<file path="src/rtl/anton_neopixel_stream_sequencer.sv">
// NeoPixel stream sequencer: sub-bit/bit/channel/pixel indices, frame/reset timing and buffer byte address.
// Optional ANTON_STREAM_FRAMECNT_EN adds a 16-bit wrapping frameCount output.
`ifndef BUFFER_END_DEFAULT
`define BUFFER_END_DEFAULT 255
`endif
`ifndef RESET_DELAY_DEFAULT
`define RESET_DELAY_DEFAULT 320
`endif

module anton_neopixel_stream_sequencer #(
    parameter int unsigned BUFFER_END    = `BUFFER_END_DEFAULT,
    parameter int unsigned RESET_DELAY   = `RESET_DELAY_DEFAULT,
    parameter int unsigned CHANNELS      = 3,
    parameter int unsigned PATTERN_STEPS = 8,
    localparam int unsigned BUFFER_BITS  = $clog2(BUFFER_END + 1)
) (
    input  logic                   clk6_4mhz,
    input  logic                   rstn,
    input  logic                   regCtrlInit,
    input  logic                   regCtrlRun,
    input  logic                   regCtrlLoop,
    input  logic                   regCtrlLimit,
    input  logic                   regCtrl32bit,
    input  logic [12:0]            regMax,
    input  logic [7:0]             regOrder,
    input  logic                   initSlow,
    output logic                   initSlowDone,
    output logic [3:0]             bitPatternIx,
    output logic [2:0]             pixelBitIx,
    output logic [1:0]             channelIx,
    output logic [1:0]             channelMapped,
    output logic [BUFFER_BITS-1:0] pixelIx,
    output logic [BUFFER_BITS-1:0] pixelIxMax,
    output logic [BUFFER_BITS-1:0] byteAddr,
    output logic [1:0]             state,
    output logic                   streamOutput,
    output logic                   streamReset,
    output logic                   streamBitOf,
    output logic                   streamChannelOf,
    output logic                   streamPixelOf,
    output logic                   streamSyncOf,
    output logic                   frameDone
`ifdef ANTON_STREAM_FRAMECNT_EN
    ,
    output logic [15:0]            frameCount
`endif
);

    localparam int unsigned DLY_BITS = $clog2(RESET_DELAY);
    localparam logic [3:0]             PAT_LAST = 4'(PATTERN_STEPS - 1);
    localparam logic [1:0]             CH_LAST  = 2'(CHANNELS - 1);
    localparam logic [DLY_BITS-1:0]    DLY_LAST = DLY_BITS'(RESET_DELAY - 1);
    localparam logic [BUFFER_BITS-1:0] BUF_LAST = BUFFER_BITS'(BUFFER_END);

    typedef enum logic [1:0] {
        ST_IDLE     = 2'd0,
        ST_TRANSMIT = 2'd1,
        ST_RESET    = 2'd2,
        ST_HALT     = 2'd3
    } state_t;

    state_t                 r_state, w_state_nxt;
    logic [3:0]             r_bp, w_bp_nxt;
    logic [2:0]             r_pbi, w_pbi_nxt;
    logic [1:0]             r_ch, w_ch_nxt;
    logic [BUFFER_BITS-1:0] r_pix, w_pix_nxt;
    logic [DLY_BITS-1:0]    r_dly, w_dly_nxt;
    logic                   r_init_done;

    logic                   w_active, w_tx, w_rs;
    logic                   w_pattern_of, w_bit_of, w_ch_of, w_pix_of, w_sync_of;
    logic [BUFFER_BITS-1:0] w_last_byte, w_pix_max;
    logic [1:0]             w_mapped;

    // Overflow chain: each strobe qualifies the next coarser one
    assign w_active     = regCtrlRun && !regCtrlInit;
    assign w_tx         = w_active && (r_state == ST_TRANSMIT);
    assign w_rs         = w_active && (r_state == ST_RESET);
    assign w_pattern_of = w_tx && (r_bp == PAT_LAST);
    assign w_bit_of     = w_pattern_of && (r_pbi == 3'd0);
    assign w_ch_of      = w_bit_of && (r_ch == CH_LAST);
    assign w_last_byte  = regCtrlLimit ? regMax[BUFFER_BITS-1:0] : BUF_LAST;
    assign w_pix_max    = regCtrl32bit ? (w_last_byte >> 2) : w_last_byte;
    assign w_pix_of     = w_ch_of && (r_pix >= w_pix_max);
    assign w_sync_of    = w_rs && (r_dly == DLY_LAST);
    assign w_mapped     = regOrder[{r_ch, 1'b0} +: 2];

    always_ff @(posedge clk6_4mhz or negedge rstn) begin
        if (!rstn) begin
            r_state     <= ST_IDLE;
            r_bp        <= '0;
            r_pbi       <= '0;
            r_ch        <= '0;
            r_pix       <= '0;
            r_dly       <= '0;
            r_init_done <= 1'b0;
        end else begin
            r_state     <= w_state_nxt;
            r_bp        <= w_bp_nxt;
            r_pbi       <= w_pbi_nxt;
            r_ch        <= w_ch_nxt;
            r_pix       <= w_pix_nxt;
            r_dly       <= w_dly_nxt;
            r_init_done <= initSlow;
        end
    end

    always_comb begin
        w_state_nxt = r_state;
        w_bp_nxt    = r_bp;
        w_pbi_nxt   = r_pbi;
        w_ch_nxt    = r_ch;
        w_pix_nxt   = r_pix;
        w_dly_nxt   = r_dly;
        case (r_state)
            ST_IDLE: begin
                if (w_active) w_state_nxt = ST_TRANSMIT;
            end
            ST_TRANSMIT: begin
                if (w_tx) begin
                    w_bp_nxt = r_bp + 4'd1;
                    if (w_pattern_of) begin
                        w_bp_nxt  = '0;
                        w_pbi_nxt = r_pbi - 3'd1;
                        if (w_bit_of) begin
                            w_pbi_nxt = 3'd7;
                            w_ch_nxt  = r_ch + 2'd1;
                            if (w_ch_of) begin
                                w_ch_nxt = '0;
                                if (w_pix_of) begin
                                    w_pix_nxt   = '0;
                                    w_state_nxt = ST_RESET;
                                end else begin
                                    w_pix_nxt = r_pix + BUFFER_BITS'(1);
                                end
                            end
                        end
                    end
                end
            end
            ST_RESET: begin
                if (w_rs) begin
                    w_dly_nxt = r_dly + DLY_BITS'(1);
                    if (w_sync_of) begin
                        w_dly_nxt   = '0;
                        w_state_nxt = regCtrlLoop ? ST_TRANSMIT : ST_HALT;
                    end
                end
            end
            default: begin
                // HALT waits for software to drop run so one-shot mode cannot re-trigger
                if (!regCtrlRun) w_state_nxt = ST_IDLE;
            end
        endcase
        if (initSlow) begin
            w_state_nxt = ST_IDLE;
            w_bp_nxt    = '0;
            w_pbi_nxt   = 3'd7;
            w_ch_nxt    = '0;
            w_pix_nxt   = '0;
            w_dly_nxt   = '0;
        end
    end

`ifdef ANTON_STREAM_FRAMECNT_EN
    logic [15:0] r_frame_cnt;

    always_ff @(posedge clk6_4mhz or negedge rstn) begin
        if (!rstn) begin
            r_frame_cnt <= '0;
        end else if (initSlow) begin
            r_frame_cnt <= '0;
        end else if (w_sync_of) begin
            r_frame_cnt <= r_frame_cnt + 16'd1;
        end
    end

    assign frameCount = r_frame_cnt;
`endif

    assign initSlowDone    = r_init_done;
    assign bitPatternIx    = r_bp;
    assign pixelBitIx      = r_pbi;
    assign channelIx       = r_ch;
    assign channelMapped   = w_mapped;
    assign pixelIx         = r_pix;
    assign pixelIxMax      = w_pix_max;
    assign byteAddr        = regCtrl32bit ? {r_pix[BUFFER_BITS-3:0], w_mapped} : r_pix;
    assign state           = r_state;
    assign streamOutput    = w_tx;
    assign streamReset     = w_rs;
    assign streamBitOf     = w_bit_of;
    assign streamChannelOf = w_ch_of;
    assign streamPixelOf   = w_pix_of;
    assign streamSyncOf    = w_sync_of;
    assign frameDone       = w_sync_of;

endmodule
</file>
<file path="config.mk">
export PLATFORM = sky130hd
export DESIGN_NAME = anton_neopixel_stream_sequencer
export DESIGN_NICKNAME = d
export VERILOG_FILES = /design/src/rtl/anton_neopixel_stream_sequencer.sv
export SDC_FILE = /design/constraint.sdc
export NUM_CORES = 1
export LEC_CHECK = 0
export BUFFER_PORTS_ARGS = -buffer_cell sky130_fd_sc_hd__buf_2
export CAP_MARGIN = 20
export CORE_MARGIN = 3
export CORE_UTILIZATION = 25
export CTS_CLUSTER_DIAMETER = 30
export DETAILED_ROUTE_END_ITERATION = 12
export MAX_ROUTING_LAYER = met4
export PLACE_DENSITY = 0.57
export SYNTH_ARGS = -nofsm -noshare
export SYNTH_HDL_FRONTEND = slang
export SYNTH_SLANG_ARGS = --single-unit
</file>
<file path="constraint.sdc">
create_clock -name clk6_4mhz -period 3.35 [get_ports clk6_4mhz]
set_input_delay 0.5025 -clock clk6_4mhz [delete_from_list [all_inputs] [get_ports clk6_4mhz]]
set_output_delay 0.5025 -clock clk6_4mhz [all_outputs]
set_load 0.02 [all_outputs]
</file>
==> After elaboration in Yosys (flattened, before gate mapping) <==
Cells that the tools add are included.
{ "word_totals": {"ff_bits": 29, "inputBits": 29, "out_inout_bits": 45, "wordCells": 93} }
{ "classes": {"n_addsub": 5, "n_lt_le_gt_ge": 1, "n_eq_ne": 14, "shift": 1, "muxes": 41, "n_reduce_logical": 24} }
{ "op_table": {"columns": ["operator", "n"], "rows": [
  ["2-to-1 mux 8 bit", 10],
  ["2-to-1 mux 9 bit", 4],
  ["2-to-1 mux 2 bit", 17],
  ["!= test 3 bit, second input constant", 8],
  ["2-to-1 mux 4 bit", 4],
  ["2-to-1 mux 3 bit", 5],
  ["nonzero test 2 bit", 7],
  ["adder 9 x 1 -> 9 bit, second input constant", 1],
  ["equality test 9 bit, second input constant", 1],
  ["AND reduction 9 bit", 1],
  ["adder 8 x 1 -> 8 bit, second input constant", 1],
  ["greater-or-equal comparator 8 bit", 1],
  ["logical AND 1 bit", 8],
  ["variable part select 8 x 4 -> 2 bit", 1],
  ["case mux 2 bit (3 select lines)", 1],
  ["!= test 5 x 1 -> 1 bit, second input constant", 1],
  ["AND reduction 5 bit", 1],
  ["adder 4 x 1 -> 4 bit, second input constant", 1],
  ["equality test 2 bit, second input constant", 2],
  ["equality test 4 x 3 -> 1 bit, second input constant", 1],
  ["AND reduction 2 bit", 2],
  ["AND reduction 4 bit", 1],
  ["zero test 3 bit", 1],
  ["AND reduction 3 bit", 1],
  ["other kinds (5)", 5]
]} }

==> Longest topological paths before layout <==
{ "depth": {"word_depth": 14, "depth_mapped": 11, "depth_no_buf": 9} }

==> Worst setup path before layout <==
OpenSTA, ideal clock, no wires.
{ "synth_timing": {"path_kind": "input port to output port", "startpoint": "in regCtrl32bit", "endpoint": "out streamPixelOf", "t_arrival_ns": 2.535, "required_ns": 2.847, "setup_slack_ns": 0.313, "path_stages": 10, "path_buffers": 2, "path_cell_list": "clkbuf_1 > mux2i_1 > nand2_1 > inv_1 > ha_1 > a211oi_1 > nor2_1 > a211oi_4 > buf_2 > nor2_1"} }
{ "synth_between": {"elab_chain_cells": 3} }
{ "synth_rtl": {"columns": ["element", "line_no", "source"], "rows": [
  ["start, declared", "23", "input logic regCtrl32bit,"],
  ["2-to-1 mux 8 bit", "83", "assign w_pix_max = regCtrl32bit ? (w_last_byte >> 2) : w_last_byte;"],
  ["named net pixelIxMax[5]", "33", "output logic [BUFFER_BITS-1:0] pixelIxMax,"],
  ["greater-or-equal comparator 8 bit", "84", "assign w_pix_of = w_ch_of && (r_pix >= w_pix_max);"],
  ["logical AND 1 bit", "84", null],
  ["end, declared", "40", "output logic streamPixelOf,"]
]} }
The timed path passes the listed nets, and every way through them passes these cells.

==> Worst setup path after layout <==
{ "layout_timing": {"startpoint": "reg r_state[1], in the netlist state[1]", "endpoint": "out streamPixelOf"} }
{ "layout_between": {"elab_chain_cells": 6} }
{ "layout_rtl": {"columns": ["element", "line_no", "source"], "rows": [
  ["start, declared", "62", "state_t r_state, w_state_nxt;"],
  ["start signal, assigned", "98", "r_state <= w_state_nxt;"],
  ["equality test 2 x 1 -> 1 bit", "77", "assign w_tx = w_active && (r_state == ST_TRANSMIT);"],
  ["logical AND 1 bit", "77", null],
  ["logical AND 1 bit", "79", "assign w_pattern_of = w_tx && (r_bp == PAT_LAST);"],
  ["logical AND 1 bit", "80", "assign w_bit_of = w_pattern_of && (r_pbi == 3'd0);"],
  ["logical AND 1 bit", "81", "assign w_ch_of = w_bit_of && (r_ch == CH_LAST);"],
  ["logical AND 1 bit", "84", null]
]} }
No other way between the ends.

==> run_results.csv <==
group,metric,value,unit
critical_path,startpoint,"state[1]",
sta,setup_viol,0,
cells_and_area,fin_cells,418,
power,power_density,320.7,mW/mm^2
global_route,gr-usage-all-layers,11.44,%
synth,synthDistinctLibCells,50,
cts,post_cts_buffers,0,
cts,cts_buffers,5,
sta,whs,0.2653,ns
sta,fmax,332.7,MHz
synth,ys_seq_elements,29,
critical_path,worst_ep_arrival_time,2.50,ns
route,drc,0,
global_route,grt_pass1_wl,9.142,mm
die,die_x,99.88,um
cts,post_cts_resized,0,
power,vdd_ir_drop_max,0.1990,mV
die,pin_count,74,
sta,finalCritPeriodShare,89.72,%
cells_and_area,finalNetCount,358,
cells_and_area,post-route-util,32.24,%
cts,worst_skew_pair.late_latency,0.28,ns
route,drtAntennaViolNets,0,
cts,cts.sinks,29,
cts,clock-root-buffer,"clkbuf_8",
critical_path,r2r_slack,0.95,ns
route,totalWireLength,5.364,mm
run,cap_violations,0,
cts,cts_max_path_buffers,2,
cells_and_area,antenna_cells,0,
route,num_vias,1981,
die,std_cell_rows,33,
die,coreArea,0.008382,sq mm
place,place_inst,410,
cells_and_area,design_area,0.002703,sq mm
cts,cts_tree,"done",
place,io_buffers,68,
sta,rsz0062_at_grt,"no",
critical_path,r2r_end,"pixelIx[5]",
global_route,grt_pass1_vias,1944,
min_path,min-delay-path-class,"in -> async",
critical_path,critPathLaunchType,"flip-flop",
cells_and_area,post_route_cells_drive_above_1_share,28.75,%
route,drt-pass1-iter-count,4,
sta,slew_violations,0,
critical_path,worstPathRequired,2.85,ns
critical_path,r2r_start,"state[1]",
sta,skew,0.009340,ns
die,start_util,26.29,%
global_route,grt_overflow,0,
synth,syn_nets,293,
place,pre_cts_slack,0.4147,ns
global_route,antenna_found_initial,0,
die,chipHeight,99.88,um
route,viasPerCell,4.739,
route,post_drt_wl_per_cell,12.83,um
power,p_total,0.8667,mW
sta,worst_slew_pin_slew,0.6849,ns
synth,synth.avg_cell_area,8.920,sq um
synth,postSynthCellCount,247,
critical_path,crit_path_end,"streamPixelOf",
sta,final.min_clock_period,3.006,ns
synth,yosys_warnings,0,
sta,relSlewSlack,54.34,%
place,gp_congestion,0.7245,
cells_and_area,syn2layout_area_growth,22.66,%
place,dp_hpwl,4.048,mm
place,place_area,0.002620,sq mm
sta,layout_setup_ws,0.3443,ns
critical_path,crit_type,"reg -> out",
synth,syn_area,0.002203,sq mm
route,drt_iter0_markers,40,
critical_path,cp-end-kind,"output port",
critical_path,cp_max_fo,9,
synth,seq_area_frac_synth,32.94,%
cts,htreeDepth,2,
sta,finalSetupTns,0,ns
die,die_area,0.009976,sq mm
cts,clk_pin_slew,0.07,ns
power,power.leakage,1.362,nW
run_status,outcome,"finished clean",
critical_path,rr_worst_depth,8,
sta,finalHoldViolations,0,
global_route,grt_max_degree,33,
cts,cts_hold_buf,0,
-- synthesized netlist by cell type, drive strengths merged --
cell	instances	area (sq um)
a311oi	1	15.01
and3b	1	8.760
dfrtp	29	725.7
mux2	5	56.30
mux2i	8	80.08
o21a	1	7.510
nand2b	8	50.05
a211oi	4	47.54
inv	21	78.83
a2111o	1	11.26
a2111oi	1	8.760
o32ai	2	17.52
and2	5	31.28
nand4b	1	8.760
o21ai	14	70.06
nand3	13	65.06
nand2	23	86.33
nor2b	8	50.05
a21oi	9	45.04
clkbuf	6	22.52
nand3b	2	15.01
xor2	5	43.79
o32a	1	10.01
and4	1	8.760
and3	4	25.02
or2	3	18.77
mux4	2	45.04
nor3	7	35.03
buf	5	40.04
clkinv	1	16.27
o31ai	3	22.52
or3	3	18.77
nand4	6	52.55
a311o	1	10.01
a31oi	4	40.04
nor3b	1	7.510
a22oi	2	15.01
a21o	2	15.01
xnor2	1	8.760
ha	17	212.7
nor2	15	56.30
-- final cells by class --
cell class	instances	area [sq um]
clock inverter	2	10.01
timing repair buffer	69	347.8
sequential	29	725.7
tap	105	131.4
fill	906	5679
clock buffer	6	72.57
multi-input combinational	185	1320
inverter	22	95.09
-- logic make-up after synthesis --
kind of cell / synth area share [%]
AO/OA/AOI/OAI: 15.22
XOR/XNOR: 2.385
flip-flops: 32.94
buffers and inverters: 7.155
adder cells (fa/ha/maj): 9.653
AND/OR/NAND/NOR: 24.42
multiplexers: 8.234
-- placed cells by master, fill, tap and decap left out, drive strengths merged, types with 2 or more instances in the layout --
cell type,instances
a211oi,4
a21o,2
a21oi,9
a22oi,2
a31oi,4
and2,5
and3,4
buf,69
clkbuf,6
clkinv,3
dfrtp,29
ha,17
inv,21
mux2,5
mux2i,8
mux4,2
nand2,23
nand2b,8
nand3,13
nand3b,2
nand4,6
nor2,15
nor2b,8
nor3,7
o21ai,14
o31ai,3
o32ai,2
or2,3
or3,3
xor2,5
-- registers in the layout, indices dropped and copies added (netlist names) --
register / cells
state: 2
initSlowDone: 1
r_dly: 9
bitPatternIx: 4
channelIx: 2
pixelBitIx: 3
pixelIx: 8
-- per-layer routing --
layer / up-vias / GRT usage (%) / share of wire (%)
met5: - / - / 0
met4: 0 / 2.836 / 0.47
met3: 2 / 2.710 / 6.8
met2: 59 / 18.57 / 44
met1: 916 / 14.40 / 49
li1: 1004 / - / -
-- power by group --
| part | leakage, nW | internal, mW | switching (mW) |
|---|---|---|---|
| logic | 0.930 | 0.0875 | 0.127 |
| clock network | 0.0450 | 0.144 | 0.135 |
| registers | 0.386 | 0.360 | 0.0135 |
-- worst max-delay path, stage by stage, from the launching register on --
cell     delay [ns]
dfrtp_1        0.44
inv_1          0.12
ha_1           0.23
and3b_1        0.39
nand4_4        0.18
or2_1          0.45
nor2_1         0.22
buf_2          0.19
-- worst min path at each step --
stage	startpoint	endpoint	slack (ns)	cells after the start
final	rstn	r_dly[2]	0.27	1
after global routing	rstn	state[1]	0.32	1
after CTS	rstn	state[1]	0.29	1
after detailed placement	r_dly[8]	r_dly[8]	0.50	1
after global placement	r_dly[1]	r_dly[1]	0.49	2
after floorplan	rstn	bitPatternIx[0]	0.21	0
Note: power is estimated with default switching activity, not from simulation.
